[src/rtl/loop_ctl_pkg.sv]
// Shared loop-nest constants for the conv layer controllers, plus a width helper
// usable in parameter and localparam expressions.
package loop_ctl_pkg;

  localparam int X_MAX       = 29;
  localparam int Y_MAX       = 29;
  localparam int K_MAX       = 16;
  localparam int J_MAX       = 16;
  localparam int PERIOD_DEF  = 8;
  localparam int TAP_MID_DEF = 4;

  // Bits needed to hold the values 0..v-1. Never returns less than 1.
  function automatic int clog2w(input int v);
    int w;
    w = 1;
    while ((1 << w) < v) w++;
    return w;
  endfunction

endpackage

[src/rtl/loop_phase_seq_pend_cnt.sv]
// Saturating counter of queued start requests. A request that arrives while the
// counter is full is dropped, and that drop is remembered in a sticky flag.
module pend_cnt
  import loop_ctl_pkg::*;
#(
  parameter int  DEPTH = 3,
  localparam int QW    = clog2w(DEPTH + 1)
) (
  input  logic clk,
  input  logic rst,
  input  logic clr,
  input  logic inc,
  input  logic dec,
  output logic empty,
  output logic ovf_sticky
);

  logic [QW-1:0] count;
  logic          full;

  assign full  = (count == QW'(DEPTH));
  assign empty = (count == '0);

  always_ff @(posedge clk or negedge rst) begin
    if (!rst) begin
      count      <= '0;
      ovf_sticky <= 1'b0;
    end else if (clr) begin
      count      <= '0;
      ovf_sticky <= 1'b0;
    end else if (inc && !dec) begin
      if (full) ovf_sticky <= 1'b1;
      else      count      <= count + QW'(1);
    end else if (dec && !inc && !empty) begin
      count <= count - QW'(1);
    end
  end

endmodule

[src/rtl/loop_phase_seq.sv]
// Phase sequencer for one conv layer. Each trigger runs one phase sequence
// 1..PERIOD. Triggers that arrive while a sequence is running are queued.
module loop_phase_seq
  import loop_ctl_pkg::*;
#(
  parameter int  PERIOD     = PERIOD_DEF,
  parameter int  TAP_MID    = TAP_MID_DEF,
  parameter int  INIT_PHASE = 5,
  parameter int  PEND_DEPTH = 3,
  parameter int  LOOPS      = 841,
  localparam int PW         = clog2w(PERIOD + 1),
  localparam int SW         = clog2w(LOOPS)
) (
  input  logic          clk,
  input  logic          rst,
  input  logic          trig,
  input  logic          stall,
  input  logic          clr,
  output logic          count_en,
  output logic [PW-1:0] phase,
  output logic          tap_mid,
  output logic          tap_end,
  output logic [SW-1:0] seq_cnt,
  output logic          done,
  output logic          pend_ovf
);

  if (TAP_MID > PERIOD || TAP_MID == 0 || INIT_PHASE > PERIOD ||
      PEND_DEPTH < 1 || LOOPS < 2) begin : g_bad_params
    $error("loop_phase_seq: illegal parameter combination");
  end

  localparam logic [PW-1:0] PH_END   = PW'(PERIOD);
  localparam logic [PW-1:0] PH_MID   = PW'(TAP_MID);
  localparam logic [PW-1:0] PH_INIT  = PW'(INIT_PHASE);
  localparam logic [SW-1:0] SEQ_LAST = SW'(LOOPS - 1);

  logic pend_empty;
  logic idle;
  logic at_end;
  logic avail;
  logic run;
  logic pend_inc;
  logic pend_dec;

  assign idle   = (phase == '0);
  assign at_end = (phase == PH_END);
  assign avail  = trig | !pend_empty;
  assign run    = !clr & !stall;

  // A trigger is queued only when it cannot start a sequence this cycle.
  // The queue is drained only at a start point, and only when no live trigger is present.
  assign pend_inc = trig & !clr & (stall | (!idle & !at_end));
  assign pend_dec = run & !trig & !pend_empty & (idle | at_end);

  assign count_en = !stall & (!idle | avail);
  assign tap_mid  = (phase == PH_MID);
  assign tap_end  = at_end;

  pend_cnt #(
    .DEPTH (PEND_DEPTH)
  ) u_pend (
    .clk        (clk),
    .rst        (rst),
    .clr        (clr),
    .inc        (pend_inc),
    .dec        (pend_dec),
    .empty      (pend_empty),
    .ovf_sticky (pend_ovf)
  );

  always_ff @(posedge clk or negedge rst) begin
    if (!rst) begin
      phase   <= PH_INIT;
      seq_cnt <= '0;
      done    <= 1'b0;
    end else if (clr) begin
      phase   <= '0;
      seq_cnt <= '0;
      done    <= 1'b0;
    end else if (stall) begin
      done <= 1'b0;
    end else begin
      done <= 1'b0;
      if (idle) begin
        if (avail) phase <= PW'(1);
      end else if (at_end) begin
        // The next sequence starts back-to-back if work is pending, with no idle cycle in between.
        phase   <= avail ? PW'(1) : '0;
        seq_cnt <= (seq_cnt == SEQ_LAST) ? '0 : seq_cnt + SW'(1);
        done    <= (seq_cnt == SEQ_LAST);
      end else begin
        phase <= phase + PW'(1);
      end
    end
  end

endmodule

[config.mk]
export PLATFORM = sky130hd
export DESIGN_NAME = loop_phase_seq
export DESIGN_NICKNAME = d
export VERILOG_FILES = /design/src/rtl/loop_ctl_pkg.sv /design/src/rtl/loop_phase_seq_pend_cnt.sv /design/src/rtl/loop_phase_seq.sv
export SDC_FILE = /design/constraint.sdc
export NUM_CORES = 1
export LEC_CHECK = 0
export BUFFER_PORTS_ARGS = -buffer_cell sky130_fd_sc_hd__buf_2
export CAP_MARGIN = 0
export CELL_PAD_IN_SITES_DETAIL_PLACEMENT = 0
export CELL_PAD_IN_SITES_GLOBAL_PLACEMENT = 2
export CORE_ASPECT_RATIO = 0.8
export CORE_MARGIN = 3
export CORE_UTILIZATION = 35
export DETAILED_ROUTE_END_ITERATION = 12
export GPL_TIMING_DRIVEN = 0
export PLACE_DENSITY_LB_ADDON = 0.1
export SYNTH_ARGS = -nofsm -noshare
export SYNTH_HDL_FRONTEND = slang
export SYNTH_HIERARCHICAL = 1
export SYNTH_SLANG_ARGS = --single-unit
[constraint.sdc]
create_clock -name clk -period 4.35 [get_ports clk]
set_input_delay 0.2175 -clock clk [delete_from_list [all_inputs] [get_ports clk]]
set_output_delay 0.2175 -clock clk [all_outputs]
set_load 0.005 [all_outputs]
==> results of run 1 <==
-- metrics by stage --
| stage | setup WS, ns | hold slack (ns) | util, % |
|---|---|---|---|
| finish | 2.090 | 0.1715 | 46.21 |
| global route | 1.878 | 0.1672 | 46.21 |
| CTS | 2.074 | 0.1623 | 46.21 |
| detailed placement | 2.106 | 0.1892 | 44.35 |
| global placement | 2.167 | 0.1919 | 44.35 |
| floorplan | 2.386 | -0.07809 | - |
-- flip-flops by register name (all words and copies together), names as in the netlist --
name / cells
u_pend/ovf_sticky: 1
u_pend/count: 2
done: 1
phase: 4
seq_cnt: 10
-- cell families after synthesis --
group                    share of synthesized area, %
adder cells (fa/ha/maj)                         4.339
AND/OR/NAND/NOR                                 29.72
flip-flops                                      39.26
buffers and inverters                           6.616
multiplexers                                    1.735
AO/OA/AOI/OAI                                   18.33
-- worst paths after layout --
kind	endpoint	slack, ns	start
min reg2reg	u_pend/ovf_sticky$_DFFE_PN0P_	0.51	u_pend/ovf_sticky$_DFFE_PN0P_
min in group asynchronous	phase[1]$_DFFE_PN0P_	0.43	rst
max in group asynchronous	phase[0]$_DFFE_PN1P_	3.57	rst
min	u_pend/count[0]$_DFFE_PN0P_	0.17	clr
max	u_pend/count[1]$_DFFE_PN0P_	2.09	phase[1]$_DFFE_PN0P_
max reg2reg	u_pend/count[1]$_DFFE_PN0P_	2.09	phase[1]$_DFFE_PN0P_
-- per-layer routing --
layer / share of wire, % / GRT usage [%] / wire (um) / up-vias
met3: 4.3 / 4.577 / 119 / 2
met5: 0 / 0 / 0 / -
met1: 53 / 22.05 / 1473 / 503
li1: - / - / - / 507
met2: 42 / 20.32 / 1178 / 17
met4: 0.43 / 3.279 / 12 / 0
-- layout by cell type, fill, tap and decap left out, types with 3 or more instances in the layout --
| cell type | n |
|---|---|
| nor2_1 | 7 |
| inv_1 | 10 |
| nor4_1 | 3 |
| nand2_1 | 7 |
| buf_2 | 23 |
| nand3_1 | 6 |
| and3_1 | 4 |
| nand3b_1 | 3 |
| buf_6 | 3 |
| dfrtp_1 | 16 |
| ha_1 | 4 |
| o21ai_0 | 8 |
| nand3_2 | 3 |
| a31oi_1 | 11 |
| a21oi_1 | 6 |
| clkbuf_8 | 3 |
-- Yosys cell counts (all sizes together) --
master | instances | area share, %
dfstp | 2 | 4.6
o22ai | 1 | 0.54
nor2 | 7 | 2.3
nor2b | 1 | 0.54
ha | 4 | 4.3
o21ai | 9 | 4.2
a311oi | 1 | 0.76
buf | 4 | 3.4
a21o | 1 | 0.76
nand2b | 2 | 1.1
o211ai | 1 | 0.65
inv | 10 | 3.3
nor3b | 2 | 1.7
or3 | 1 | 0.54
dfrtp | 16 | 35
nand2 | 7 | 2.3
a31oi | 11 | 6.0
nand3 | 9 | 5.2
and4bb | 2 | 2.2
and4 | 1 | 0.76
and3 | 4 | 2.2
nand4 | 2 | 1.6
mux2i | 2 | 1.7
a41oi | 1 | 0.76
or2b | 1 | 0.76
and2b | 1 | 0.65
a221oi | 1 | 1.3
nor3 | 2 | 1.8
a21oi | 7 | 3.4
nor4b | 1 | 0.76
nor4 | 3 | 1.6
nand3b | 4 | 3.7
-- power breakdown --
group | internal (uW) | total [uW] | switching (uW) | leakage, uW
combinational | 16.8 | 41.7 | 24.9 | 0.000375
clock | 65.1 | 122 | 56.7 | 0.0000228
sequential | 171 | 175 | 3.98 | 0.000244
-- worst max-delay path, stage by stage (launching register included) --
cell and delay [ns]:
dfrtp_1 0.42, inv_1 0.10, ha_1 0.31, nor3b_2 0.32, nor4b_1 0.48, or2b_2 0.36
nand2_1 0.07, a21oi_1 0.08
-- area by class of cell --
type,instances,area share [%]
buffer,4,2.839
clock buffer,4,3.297
inverter,10,2.747
multi-input combinational,89,45.70
sequential,18,33.15
tap,38,3.480
timing repair buffer,23,8.791
-- repair_timing --
action                     CTS  global route
resized for setup            0             0
setup endpoints to repair    0             0
hold buffers                 1             0
setup buffers                0             0
hold endpoints to repair    16             0
==> results.ini, run 1 <==
[outcome]
status=finished clean

[route]
via_per_inst=5.532
dr.first_iter.drc_count=67
vias=1029
ant_nets=0
wl_mm=2.784
dr.pass1.iters=4
wl_per_cell_um=14.97
drc=0

[sta]
tightest_slew_ns=0.5119
hold_viol=0
fin_crit_ns=2.260
setup_viol=0
skew_ns=0.006681
rsz0062_at_grt=no
drv_slew=0
slew_headroom_pct=65.39
post-route-period-util_pct=51.97
finalSetupTns_ns=0
clock.fmax_ghz=0.4424

[yosys]
syn_nets=130
yosysSeqAreaShare_pct=39.26
yosysWarnings=6
syn-mean-instance-area_um2=9.534
ys_seq_elements=18
synth_cells=121
syn_area_um2=1154
yosysUniqueCellTypes=40

[grt]
grt_pass1_wl_mm=4.740
grt-ovfl-total=0
grt.total_usage_pct=14.65
antenna_found_initial=0
grt_pass1_vias=959
grt_max_degree=19

[power]
powerDensity_nw_per_um2=247.7
vdd_drop_max_mv=0.1942
p_leak_uw=0.0006414
power_uw=338.4

[critical_path]
arrival_ns=2.40
endpoint_kind=flip-flop
r2r.worst_path.cells=7
cp-start-kind=flip-flop
required_ns=4.49
crit_type=flip-flop to flip-flop
crit_fanout=6

[die]
die_x_um=70.19
num_rows=17
start_util_pct=39.02
die_area_um2=4025
io_pins=24
core_area_um2=2957
die-height_um=57.35

[clock_tree]
numCtsBuffers=3
h-tree-depth=1
clk_latency_ns=0.26
cts_buffer_depth=2
cts-root-buf=clkbuf_8
clkTransAtPathRegs_ns=0.07
cts_tree=done
cts.sink_count=18

[layout]
design_area_um2=1366
final_cells=186
fin_nets=158
multi_input_area_um2=624.3
area_delta_synth_final_pct=18.44
nFillCells=317
seq_area_um2=452.9
drive_above_1_share_pct=30.41
num_antenna_cells=0

[placed_design]
place_inst=181
place_area_um2=1311
gp_congestion=0.7237
dpl.hpwl_mm=2.017
numPortBuffers=22

[job]
maxCapViolCount=0

[worst_hold_path]
hold_class=input pin to flip-flop
hold_depth=2

Power figures use the tool's default switching activity.
==> inputs of run 2 (changes only) <==
--- a/config.mk
+++ b/config.mk
@@ -11,7 +11,7 @@
 export CELL_PAD_IN_SITES_GLOBAL_PLACEMENT = 2
 export CORE_ASPECT_RATIO = 0.8
 export CORE_MARGIN = 3
-export CORE_UTILIZATION = 35
+export CORE_UTILIZATION = 29
 export DETAILED_ROUTE_END_ITERATION = 12
 export GPL_TIMING_DRIVEN = 0
 export PLACE_DENSITY_LB_ADDON = 0.1
==> constraint.sdc (replaced) <==
create_clock -name clk -period 1.9 [get_ports clk]
set_input_delay 0.095 -clock clk [delete_from_list [all_inputs] [get_ports clk]]
set_output_delay 0.095 -clock clk [all_outputs]
set_load 0.005 [all_outputs]
==> results.ini, run 2 (synthesis results as in run 1) <==
[outcome]
status=finished clean

[worst_hold_path]
hold_depth=2
hold_start=clr
hold_class=input pin to flip-flop
hold-path-endpoint=u_pend/count[0]$_DFFE_PN0P_

[power]
p_leak_uw=0.0006726
powerDensity_nw_per_um2=577.9
power_uw=843.8
vdd_drop_max_mv=0.3492

[placed_design]
dpl.hpwl_mm=2.101
place_inst=195
numPortBuffers=22
gp_congestion=0.8080
dp_slack_ns=-0.2072

[clock_tree]
clk_latency_ns=0.26
cts-root-buf=clkbuf_8
numCtsBuffers=3
clkTransAtPathRegs_ns=0.07
cts_tree=done
cts_buffer_depth=2
h-tree-depth=1
cts.sink_count=18

[critical_path]
crit_fanout=6
slowest_delay_ns=0.43
r2r_start=phase[1]$_DFFE_PN0P_
cp-start-kind=flip-flop
rrSetupSlack_ns=0.08
required_ns=2.05
arrival_ns=1.96
r2r-end=u_pend/ovf_sticky$_DFFE_PN0P_
endpoint_kind=flip-flop
r2r.worst_path.cells=7
crit_type=flip-flop to flip-flop
cp_slowest_cell=dfrtp_2
cp_cell_sequence=inv_2, ha_4, nor3b_4, nor4b_4, and2b_2, a31oi_1, nor2_1

[sta]
tightest_slew_ns=0.4126
setup_viol=0
slew_headroom_pct=72.50
drv_slew=0
rsz0062_at_grt=yes
fin_crit_ns=1.817
setup_slack_ns=0.08329
skew_ns=0.006186
hold_viol=0
post-route-period-util_pct=95.62
clock.fmax_ghz=0.5504

[layout]
area_delta_synth_final_pct=26.57
drive_above_1_share_pct=37.09
final_cells=203
largest_register_ffs=10
top_regs=seq_cnt (10), phase (4), u_pend/count (2)
layout_commonest_cell=buf_2
num_antenna_cells=0
layout_common_cells=buf_2, dfrtp_1, a31oi_1
regMostFlops=seq_cnt
fin_nets=161

[grt]
grt_max_degree=19
grt_pass1_vias=1043
grt.total_usage_pct=13.56
grt-ovfl-total=0
antenna_found_initial=0
grt_pass1_wl_mm=5.319

[die]
core_area_um2=3613
die_x_um=76.52
die_area_um2=4775
io_pins=24
num_rows=19
die-height_um=62.41
start_util_pct=31.93

[route]
dr.first_iter.drc_count=68
dr.pass1.iters=4
via_per_inst=5.148
wl_per_cell_um=14.42
wl_mm=2.928
ant_nets=0
vias=1045
drc=0

[job]
maxCapViolCount=0

-- run 2: timing repair --
item | in CTS | in global routing
buffers inserted | 1 | 2
resized for setup | 5 | 6
pin swaps | 0 | 1
hold buffers | 1 | 0
endpoints found under the hold margin | 16 | 0
setup endpoints to repair | 4 | 5
-- run 2: power by group --
part | total (uW) | switching [uW] | internal, uW
combinational | 125 | 65.9 | 58.8
clock | 317 | 133 | 184
sequential | 402 | 10.1 | 392
-- run 2: final cells by class --
cell class	count	area, um2
inverter	10	37.54
timing repair buffer	26	142.6
fill	385	2153
buffer	4	38.79
sequential	18	454.2
clock buffer	4	55.05
tap	52	65.06
multi-input combinational	89	666.9
-- run 2: worst max-delay path by stage --
stage	start	end	depth (start not counted)
floorplan	phase[1]$_DFFE_PN0P_	u_pend/count[0]$_DFFE_PN0P_	7
global placement	phase[1]$_DFFE_PN0P_	u_pend/count[0]$_DFFE_PN0P_	7
detailed placement	phase[1]$_DFFE_PN0P_	u_pend/count[0]$_DFFE_PN0P_	7
CTS	phase[1]$_DFFE_PN0P_	u_pend/count[0]$_DFFE_PN0P_	7
global route	phase[1]$_DFFE_PN0P_	u_pend/ovf_sticky$_DFFE_PN0P_	7
finish	phase[1]$_DFFE_PN0P_	u_pend/ovf_sticky$_DFFE_PN0P_	7
-- run 2: metal layers --
| layer | global-route usage, % | wire length [um] |
|---|---|---|
| met2 | 20.94 | 1311 |
| met5 | 0 | 0 |
| met1 | 19.19 | 1481 |
| met4 | 2.715 | 12 |
| met3 | 3.458 | 123 |
-- run 2: worst max-delay path, delay by kind of cell, from the launching register on --
family	cells	cell delay, ns
adder cells (fa/ha/maj)	1	0.17
flip-flops	1	0.43
buffers and inverters	1	0.08
AO/OA/AOI/OAI	1	0.16
AND/OR/NAND/NOR	4	0.85
-- run 2: through the flow --
step	area (um2)	utilization (%)	TNS, ns	hold slack, ns
3_3_place_gp	1335	36.95	-0.4601	0.05628
2_1_floorplan	1160	-	0	-0.2006
6_report	1460	40.41	0	0.05043
3_5_place_dp	1335	36.95	-0.5558	0.05810
4_1_cts	1440	39.85	0	0.04924
5_1_grt	1460	40.41	-0.03767	0.04865
